<file path="src/rtl/vc_trace_char_serializer.sv">
// vc_trace_char_serializer
// Takes one right-justified packed character string per val/rdy transaction and
// replays it as a byte stream, first character first, optionally followed by a
// newline. All outputs are decoded from registered state only.
//
// Handshake rule (both ports): a transfer happens on a rising clk edge where
// val && rdy are both high; val never depends combinationally on rdy, and a
// producer holding val keeps its payload stable until the transfer.
module vc_trace_char_serializer #(
    parameter int p_nchars      = 16,
    parameter int p_len_nbits   = 5,
    parameter int p_add_newline = 1
) (
    input  logic                     clk,
    input  logic                     reset,
    input  logic                     in_val,
    output logic                     in_rdy,
    input  logic [p_nchars*8-1:0]    in_msg,
    input  logic [p_len_nbits-1:0]   in_len,
    output logic                     out_val,
    input  logic                     out_rdy,
    output logic [7:0]               out_msg,
    output logic                     out_eol
);

    typedef enum logic [1:0] {
        IDLE = 2'd0,
        SEND = 2'd1,
        NL   = 2'd2
    } state_t;

    localparam logic [p_len_nbits-1:0] c_max_len = p_len_nbits'(p_nchars);
    localparam logic [p_len_nbits-1:0] c_one     = p_len_nbits'(1);
    localparam bit                     c_nl      = (p_add_newline != 0);

    state_t                 state;
    state_t                 state_next;
    logic [p_len_nbits-1:0] idx;
    logic [p_len_nbits-1:0] idx_next;
    logic [p_len_nbits-1:0] len_clamp;
    logic                   accept;
    logic [7:0]             chars [p_nchars];
    logic [7:0]             sel_byte;

    // Oversized lengths are limited to the buffer capacity at acceptance time.
    assign len_clamp = (in_len > c_max_len) ? c_max_len : in_len;
    assign accept    = (state == IDLE) && in_val;

    // Next-state and index update; idx counts down from the first character.
    always_comb begin
        state_next = state;
        idx_next   = idx;
        case (state)
            IDLE: begin
                if (in_val) begin
                    if (len_clamp != '0) begin
                        state_next = SEND;
                        idx_next   = len_clamp - c_one;
                    end else if (c_nl) begin
                        state_next = NL;
                    end
                end
            end
            SEND: begin
                if (out_rdy) begin
                    // Zero test comes first so idx never wraps below 0.
                    if (idx == '0) begin
                        state_next = c_nl ? NL : IDLE;
                    end else begin
                        idx_next = idx - c_one;
                    end
                end
            end
            NL: begin
                if (out_rdy) begin
                    state_next = IDLE;
                end
            end
            default: begin
                state_next = IDLE;
            end
        endcase
    end

    // State and index registers with synchronous reset.
    always_ff @(posedge clk) begin
        if (reset) begin
            state <= IDLE;
            idx   <= '0;
        end else begin
            state <= state_next;
            idx   <= idx_next;
        end
    end

    // Capture the whole string as bytes; byte i holds in_msg[i*8 +: 8].
    always_ff @(posedge clk) begin
        if (accept) begin
            for (int i = 0; i < p_nchars; i++) begin
                chars[i] <= in_msg[i*8 +: 8];
            end
        end
    end

    // Select the byte addressed by idx.
    always_comb begin
        sel_byte = 8'h00;
        for (int i = 0; i < p_nchars; i++) begin
            if (idx == p_len_nbits'(i)) begin
                sel_byte = chars[i];
            end
        end
    end

    // Output decode from registered state only.
    always_comb begin
        in_rdy  = 1'b0;
        out_val = 1'b0;
        out_msg = 8'h00;
        out_eol = 1'b0;
        case (state)
            IDLE: begin
                in_rdy = 1'b1;
            end
            SEND: begin
                out_val = 1'b1;
                out_msg = sel_byte;
                out_eol = (idx == '0) && !c_nl;
            end
            NL: begin
                out_val = 1'b1;
                out_msg = 8'h0A;
                out_eol = 1'b1;
            end
            default: begin
                in_rdy = 1'b0;
            end
        endcase
    end

endmodule

</file>
<file path="config.mk">
export PLATFORM = sky130hd
export DESIGN_NAME = vc_trace_char_serializer
export DESIGN_NICKNAME = d
export VERILOG_FILES = /design/src/rtl/vc_trace_char_serializer.sv
export SDC_FILE = /design/constraint.sdc
export NUM_CORES = 1
export LEC_CHECK = 0
export ABC_AREA = 1
export CORE_MARGIN = 5
export CORE_UTILIZATION = 50
export CTS_CLUSTER_DIAMETER = 50
export DETAILED_ROUTE_END_ITERATION = 10
export GPL_TIMING_DRIVEN = 0
export PLACE_DENSITY = 0.81
export SYNTH_ARGS = -nofsm -noshare
export SYNTH_HDL_FRONTEND = slang
export SYNTH_SLANG_ARGS = --single-unit
</file>
<file path="constraint.sdc">
create_clock -name clk -period 3.9 [get_ports clk]
set_input_delay 0.585 -clock clk [delete_from_list [all_inputs] [get_ports clk]]
set_output_delay 0.585 -clock clk [all_outputs]
set_load 0.005 [all_outputs]
</file>
==> results.toml, run 1 <==
[yosys]
synthesis.instances = 576
synth_fp_nets = 723
syn_area_um2 = 6110
ys.flop_type = "edfxtp_1"
syn_area_per_cell_um2 = 10.6
ys_ff_latch = 135
synth_cell_types = 36
yosysSeqAreaShare_pct = 65.2
async_reset_ff_share_pct = 0
synth-edff-count = 128
yosysWarningCount = 0

[job]
maxCapViolCount = 0

[clocking]
clkSinkCount = 135
root_buffer = "clkbuf_16"
clock_latency_ps = 410
numCtsBuffers = 17
cts_hold_buffers = 0
cts.clk_slew.worst_paths_ps = 60
cts_buffer_depth = 2
cts_max_level = 4
cts_tree = "done"

[critical_path]
cp_max_fo = 10
r2r_cells = 10
rrSetupSlack_ps = 1790
crit_path_end_kind = "primary output"
timing.critical_path.cells = "inv_2, ha_1, nand2_4, inv_2, nand2_4, buf_6, nand3_1, o211ai_1, nand3_1, nand2_1, nand2_1, nand2_1, nand3_1, nand2_1, nand3_1, nand3_1, nand3b_1, a21oi_1, nor2_1, clkdlybuf4s50_1"
critPathRequiredTime_ps = 3310
startpoint = "idx[0]"
critPathArrivalTime_ps = 3100
critPathLaunchType = "register"
cpMostUsedCell = "nand3_1"
timing.rr.end = "idx[2]"
crit_type = "register to primary output"
endpoint = "out_msg[0]"
worstReg2RegStart = "state[1]"
critPathMaxStageDelay_ps = 450
slowest_stage = "clkdlybuf4s50_1"

[layout]
areaGrowthSynthToFinish_pct = 38.8
post-route-util_pct = 70.6
antenna_cells = 0
nets = 893
layout-drive-gt1-share_pct = 11.5

[die]
rows = 40
start_util_pct = 50.9
die_area_um2 = 14500
ios = 148
core_area_um2 = 12000
die_h_um = 121
die_w_um = 121

[sta]
hold_viol_final = 0
period_needed_ps = 3690
drv_slew = 0
clock_skew_ps = 5.72
worst_slew_pin_slew_ps = 718
rsz0062_at_grt = "true"
setup_viol = 0
timing.final.ws_setup_ps = 212
hold_slack_ps = 540
slew_headroom_pct = 52.2
period_share_pct = 94.6
max_freq_mhz = 271

[pwr]
power_frac_clock_pct = 29.5
comb_power_share_pct = 33.1
intPower_mw = 3.75
leakagePower_nw = 3.35
irDropWorstVdd_mv = 0.361
p_sw_mw = 1.92
switching_share_pct = 33.9
finalPower_mw = 5.67
p_per_area_nw_per_um2 = 668
power_frac_seq_pct = 37.5

[global_routing]
grt_max_degree = 75
grt_pass1_wl_um = 24100
overflow = 0
grtUsageTotal_pct = 21.6
antenna_found_initial = 0
grt_pass1_vias = 5083

[routing]
ant_nets = 0
drt-initial-drc-count = 390
viasPerCell = 5.22
drc = 0
drt-total-wl_um = 15300
vias = 4730
drt_first_pass_iters = 5
wl_per_cell_um = 16.8

[min_path]
hold_class = "register to register"

[placed_design]
numPortBuffers = 147
dp_hpwl_um = 11100
place.gp.congestion = 0.847
place_ws_ps = 393

[outcome]
status = "completed"
[power groups by stage]
| stage | Combinational, mW | Clock [mW] | Sequential (mW) |
|---|---|---|---|
| 2_1_floorplan | 1.18 | 0 | 2.14 |
| 3_3_place_gp | 1.73 | 0 | 2.18 |
| 3_5_place_dp | 1.81 | 0 | 2.15 |
| 4_1_cts | 1.83 | 1.69 | 2.12 |
| 5_1_grt | 2.11 | 1.76 | 2.15 |
| 6_report | 1.87 | 1.67 | 2.12 |
[flip-flops by register name (all words and copies together) (netlist names)]
register	cells
chars	128
idx	5
state	2
[worst min path at each step]
stage | startpoint | end | slack (ps) | cells after the start
after global routing | state[0] | state[0] | 580 | 2
after CTS | state[0] | state[0] | 540 | 2
final | state[1] | state[1] | 540 | 2
after detailed placement | state[0] | state[0] | 530 | 2
after global placement | state[0] | state[0] | 500 | 2
after floorplan | state[1] | state[1] | 480 | 2
[critical path: cells and delay by family, from the launching register on]
family	cells	cell delay, ps
AND/OR/NAND/NOR	13	1100
buffers and inverters	4	710
adder cells (fa/ha/maj)	1	240
AO/OA/AOI/OAI	2	260
flip-flops	1	370
[cell usage after synthesis, types with 2 or more instances]
cell | number | area [um2]
nand2_1 | 143 | 537
edfxtp_1 | 128 | 3840
nand3_1 | 70 | 350
inv_1 | 65 | 244
o21ai_0 | 33 | 165
nor2_1 | 20 | 75.1
a21oi_1 | 13 | 65.1
inv_2 | 12 | 45.0
ha_1 | 10 | 125
o211ai_1 | 8 | 60.1
dfxtp_1 | 7 | 140
nand2_2 | 6 | 37.5
or2_2 | 6 | 37.5
nand3b_1 | 5 | 37.5
nor2_4 | 5 | 56.3
o21ai_1 | 5 | 25.0
buf_4 | 4 | 30.0
nor2_2 | 4 | 25.0
a211oi_1 | 3 | 22.5
buf_2 | 3 | 15.0
clkbuf_1 | 3 | 11.3
clkinv_1 | 3 | 11.3
or2_0 | 3 | 18.8
a31oi_1 | 2 | 12.5
nor3_1 | 2 | 10.0
or2_1 | 2 | 12.5
xor2_1 | 2 | 17.5
[kinds of logic after synthesis]
logic type	count (synthesis)	synth area share, %
AND/OR/NAND/NOR	269	20.1
adder cells (fa/ha/maj)	10	2.05
buffers and inverters	92	6.12
XOR/XNOR	2	0.287
AO/OA/AOI/OAI	68	6.25
flip-flops	135	65.2
[routing by layer]
metal	share of wire (%)	track usage (%)	wire, um	vias up
li1	-	-	-	2308
met1	38	24.0	5790	2203
met2	53	38.6	8110	183
met3	5.7	6.13	876	36
met4	3.1	9.21	480	0
met5	0	0	0	-
[area by class of cell]
class,instances,area [um2]
multi-input combinational,350,1780
timing repair buffer,150,1520
clock inverter,14,190
clock buffer,18,429
inverter,81,317
tap,147,184
sequential,135,3990
buffer,11,77.6
fill,868,3530
[per-stage QoR]
| step | area (um2) | std cells | TNS, ps |
|---|---|---|---|
| 6_report | 8480 | 906 | 0 |
| 5_1_grt | 8480 | 906 | -80.2 |
| 4_1_cts | 8420 | 903 | 0 |
| 3_5_place_dp | 7790 | 871 | 0 |
| 3_3_place_gp | 7760 | 870 | -127420 |
| 2_1_floorplan | 6110 | 576 | 0 |
[what timing repair did]
item	4_1_cts	5_1_grt
gates cloned	0	1
pin swaps	0	1
setup buffers	0	2
gates resized for setup	2	16
setup endpoints to repair	1	8
[layout by cell type (no fill, tap or decap), drive strengths merged]
cell type | Yosys | layout
nor2 | 29 | 30
or2 | 11 | 11
a31oi | 2 | 2
clkbuf | 3 | 22
clkinv | 3 | 7
nand3 | 70 | 70
inv | 78 | 84
dlymetal6s2s | 0 | 2
edfxtp | 128 | 128
ha | 10 | 10
nand4 | 1 | 1
o21bai | 1 | 1
o22ai | 1 | 1
nor3 | 2 | 2
nor3b | 1 | 1
clkdlybuf4s50 | 0 | 145
o21ai | 38 | 38
buf | 8 | 10
dfxtp | 7 | 7
clkinvlp | 0 | 1
xor2 | 2 | 2
nand3b | 5 | 5
bufinv | 0 | 3
o211ai | 8 | 8
o32ai | 1 | 1
a211oi | 3 | 3
a21oi | 14 | 14
nand2 | 150 | 150
Power figures use the tool's default switching activity.
==> inputs of run 2 (changes only) <==
--- a/config.mk
+++ b/config.mk
@@ -7,11 +7,11 @@
 export LEC_CHECK = 0
 export ABC_AREA = 1
 export CORE_MARGIN = 5
-export CORE_UTILIZATION = 50
+export CORE_UTILIZATION = 42
 export CTS_CLUSTER_DIAMETER = 50
 export DETAILED_ROUTE_END_ITERATION = 10
 export GPL_TIMING_DRIVEN = 0
-export PLACE_DENSITY = 0.81
+export PLACE_DENSITY = 0.7
 export SYNTH_ARGS = -nofsm -noshare
 export SYNTH_HDL_FRONTEND = slang
 export SYNTH_SLANG_ARGS = --single-unit
==> run 2 against run 1 <==
Effect of this change: count of clock-buffer cells in the layout is 1 lower; non-clock buffer count rose by 2; highest routed layer unchanged; hold slack got worse by 1.8 ps; worst setup slack worse by 17 ps; critical path type unchanged; fmax fell by 0.46%; critical path depth grew 1; sequential power is essentially flat.
==> results.toml, run 2 (synthesized netlist as in run 1, its figures left out) <==
[outcome]
status = "completed"

[routing]
viasPerCell = 4.88
wl_per_cell_um = 15.8
drt-initial-drc-count = 336
ant_nets = 0
drc = 0
drt_first_pass_iters = 4
drt-total-wl_um = 14900
vias = 4611

[die]
ios = 148
rows = 44
die_area_um2 = 17100
core_area_um2 = 14400
die_h_um = 131
die_w_um = 131
start_util_pct = 42.4

[clocking]
numCtsBuffers = 17
clock_latency_ps = 420
cts_buffer_depth = 2
root_buffer = "clkbuf_16"
cts.clk_slew.worst_paths_ps = 60
cts_tree = "done"
cts_hold_buffers = 0
cts_max_level = 4
clkSinkCount = 135

[critical_path]
critPathTopFamily = "simple AND/OR/NAND/NOR gates"
critPathLaunchType = "register"
cp_max_fo = 5
cpMostUsedCell = "nand3_1"
startpoint = "idx[1]"
crit_type = "register to primary output"
worstReg2RegStart = "state[1]"
critPathMaxStageDelay_ps = 510
rrSetupSlack_ps = 1720
endpoint = "out_msg[0]"
critPathArrivalTime_ps = 3120
slowest_stage = "clkdlybuf4s50_1"
timing.critical_path.cells = "inv_2, ha_1, inv_1, nor2_4, buf_6, buf_4, nand3_1, nand3_1, o211ai_1, nand3_1, nand2_1, nand2_1, nand2_1, nand3_1, nand2_1, nand3_1, nand3_1, nand3b_1, a21oi_1, nor2_1, clkdlybuf4s50_1"
critPathBufInv = 5
r2r_cells = 10
cp.depth = 21
crit_path_end_kind = "primary output"
critPathRequiredTime_ps = 3310
timing.rr.end = "idx[2]"

[sta]
hold_slack_ps = 539
clock_skew_ps = 5.31
max_freq_mhz = 270
hold_viol_final = 0
drv_slew = 0
period_share_pct = 95.0
timing.final.ws_setup_ps = 195
slew_headroom_pct = 65.4
period_needed_ps = 3700
worst_slew_pin_slew_ps = 520
setup_viol = 0
setup-tns-final_ps = 0
rsz0062_at_grt = "true"

[layout]
largest_register_ffs = 128
nets = 894
fin_cells = 944
multi_input_area_um2 = 1790
layout-drive-gt1-share_pct = 12.4
antenna_cells = 0
post-route-util_pct = 59.5
top_regs = "chars (128), idx (5), state (2)"
top_register = "chars"
final_cell_mix = "145 x clkdlybuf4s50_1, 143 x nand2_1, 128 x edfxtp_1, 70 x nand3_1, 60 x inv_1"
final-seq-area_um2 = 3990
fin_area_um2 = 8590
areaGrowthSynthToFinish_pct = 40.5
fillCellCount = 1210
layout_commonest_cell = "clkdlybuf4s50_1"

[min_path]
hold_class = "register to register"

[placed_design]
numPortBuffers = 147
place.gp.congestion = 0.822
place_inst = 908
placed_area_um2 = 7840
place_ws_ps = 450
dp_hpwl_um = 10900

[global_routing]
grt_pass1_wl_um = 22600
grt_pass1_vias = 4628
grtUsageTotal_pct = 17.5
overflow = 0
grt_max_degree = 77
antenna_found_initial = 0

[pwr]
p_per_area_nw_per_um2 = 671
leakagePower_nw = 3.37
finalPower_mw = 5.76
irDropWorstVdd_mv = 0.379

[job]
maxCapViolCount = 0
## run 2: how the worst min path moves through the flow
stage | start | to | slack (ps) | depth (start not counted)
after CTS | state[1] | state[1] | 540 | 2
after global routing | idx[1] | idx[1] | 560 | 2
after floorplan | state[1] | state[1] | 480 | 2
after detailed placement | state[1] | state[1] | 530 | 2
final | idx[1] | idx[1] | 540 | 2
after global placement | state[0] | state[0] | 510 | 2
## run 2: where the power goes
| part | switching (mW) | total [mW] | internal [mW] |
|---|---|---|---|
| registers | 0.114 | 2.12 | 2.01 |
| logic | 1.16 | 1.88 | 0.719 |
| clock network | 0.621 | 1.76 | 1.14 |
## run 2: layer usage
metal,GRT usage (%),up-vias,routed length [um],share of wire [%]
li1,-,2295,-,-
met1,20.9,2161,6090,41
met2,30.5,129,7780,52
met3,4.27,26,713,4.8
met4,7.02,0,321,2.2
met5,0,-,0,0
## run 2: repair_timing
item / in CTS / in global routing
pin swaps: 0 / 1
setup endpoints to repair: 2 / 8
setup buffers: 0 / 3
gates cloned: 0 / 1
resized for setup: 2 / 22
## run 2: worst register-to-register path, delay by kind of cell, from the launching register on
family / cells / cell delay [ps]
AOI/OAI and AO/OA: 4 / 580
adders and majority gates: 1 / 140
buffers and inverters: 4 / 700
DFF: 1 / 310
and+or+nand+nor: 1 / 380
## run 2: layout make-up
cell class / instances / share of cell area, %
Inverter: 81 / 3.72
Sequential cell: 135 / 46.4
Clock inverter: 15 / 2.64
Multi-Input combinational cell: 349 / 20.8
Buffer: 11 / 0.904
Timing Repair Buffer: 152 / 17.8
Tap cell: 184 / 2.68
Clock buffer: 17 / 4.95
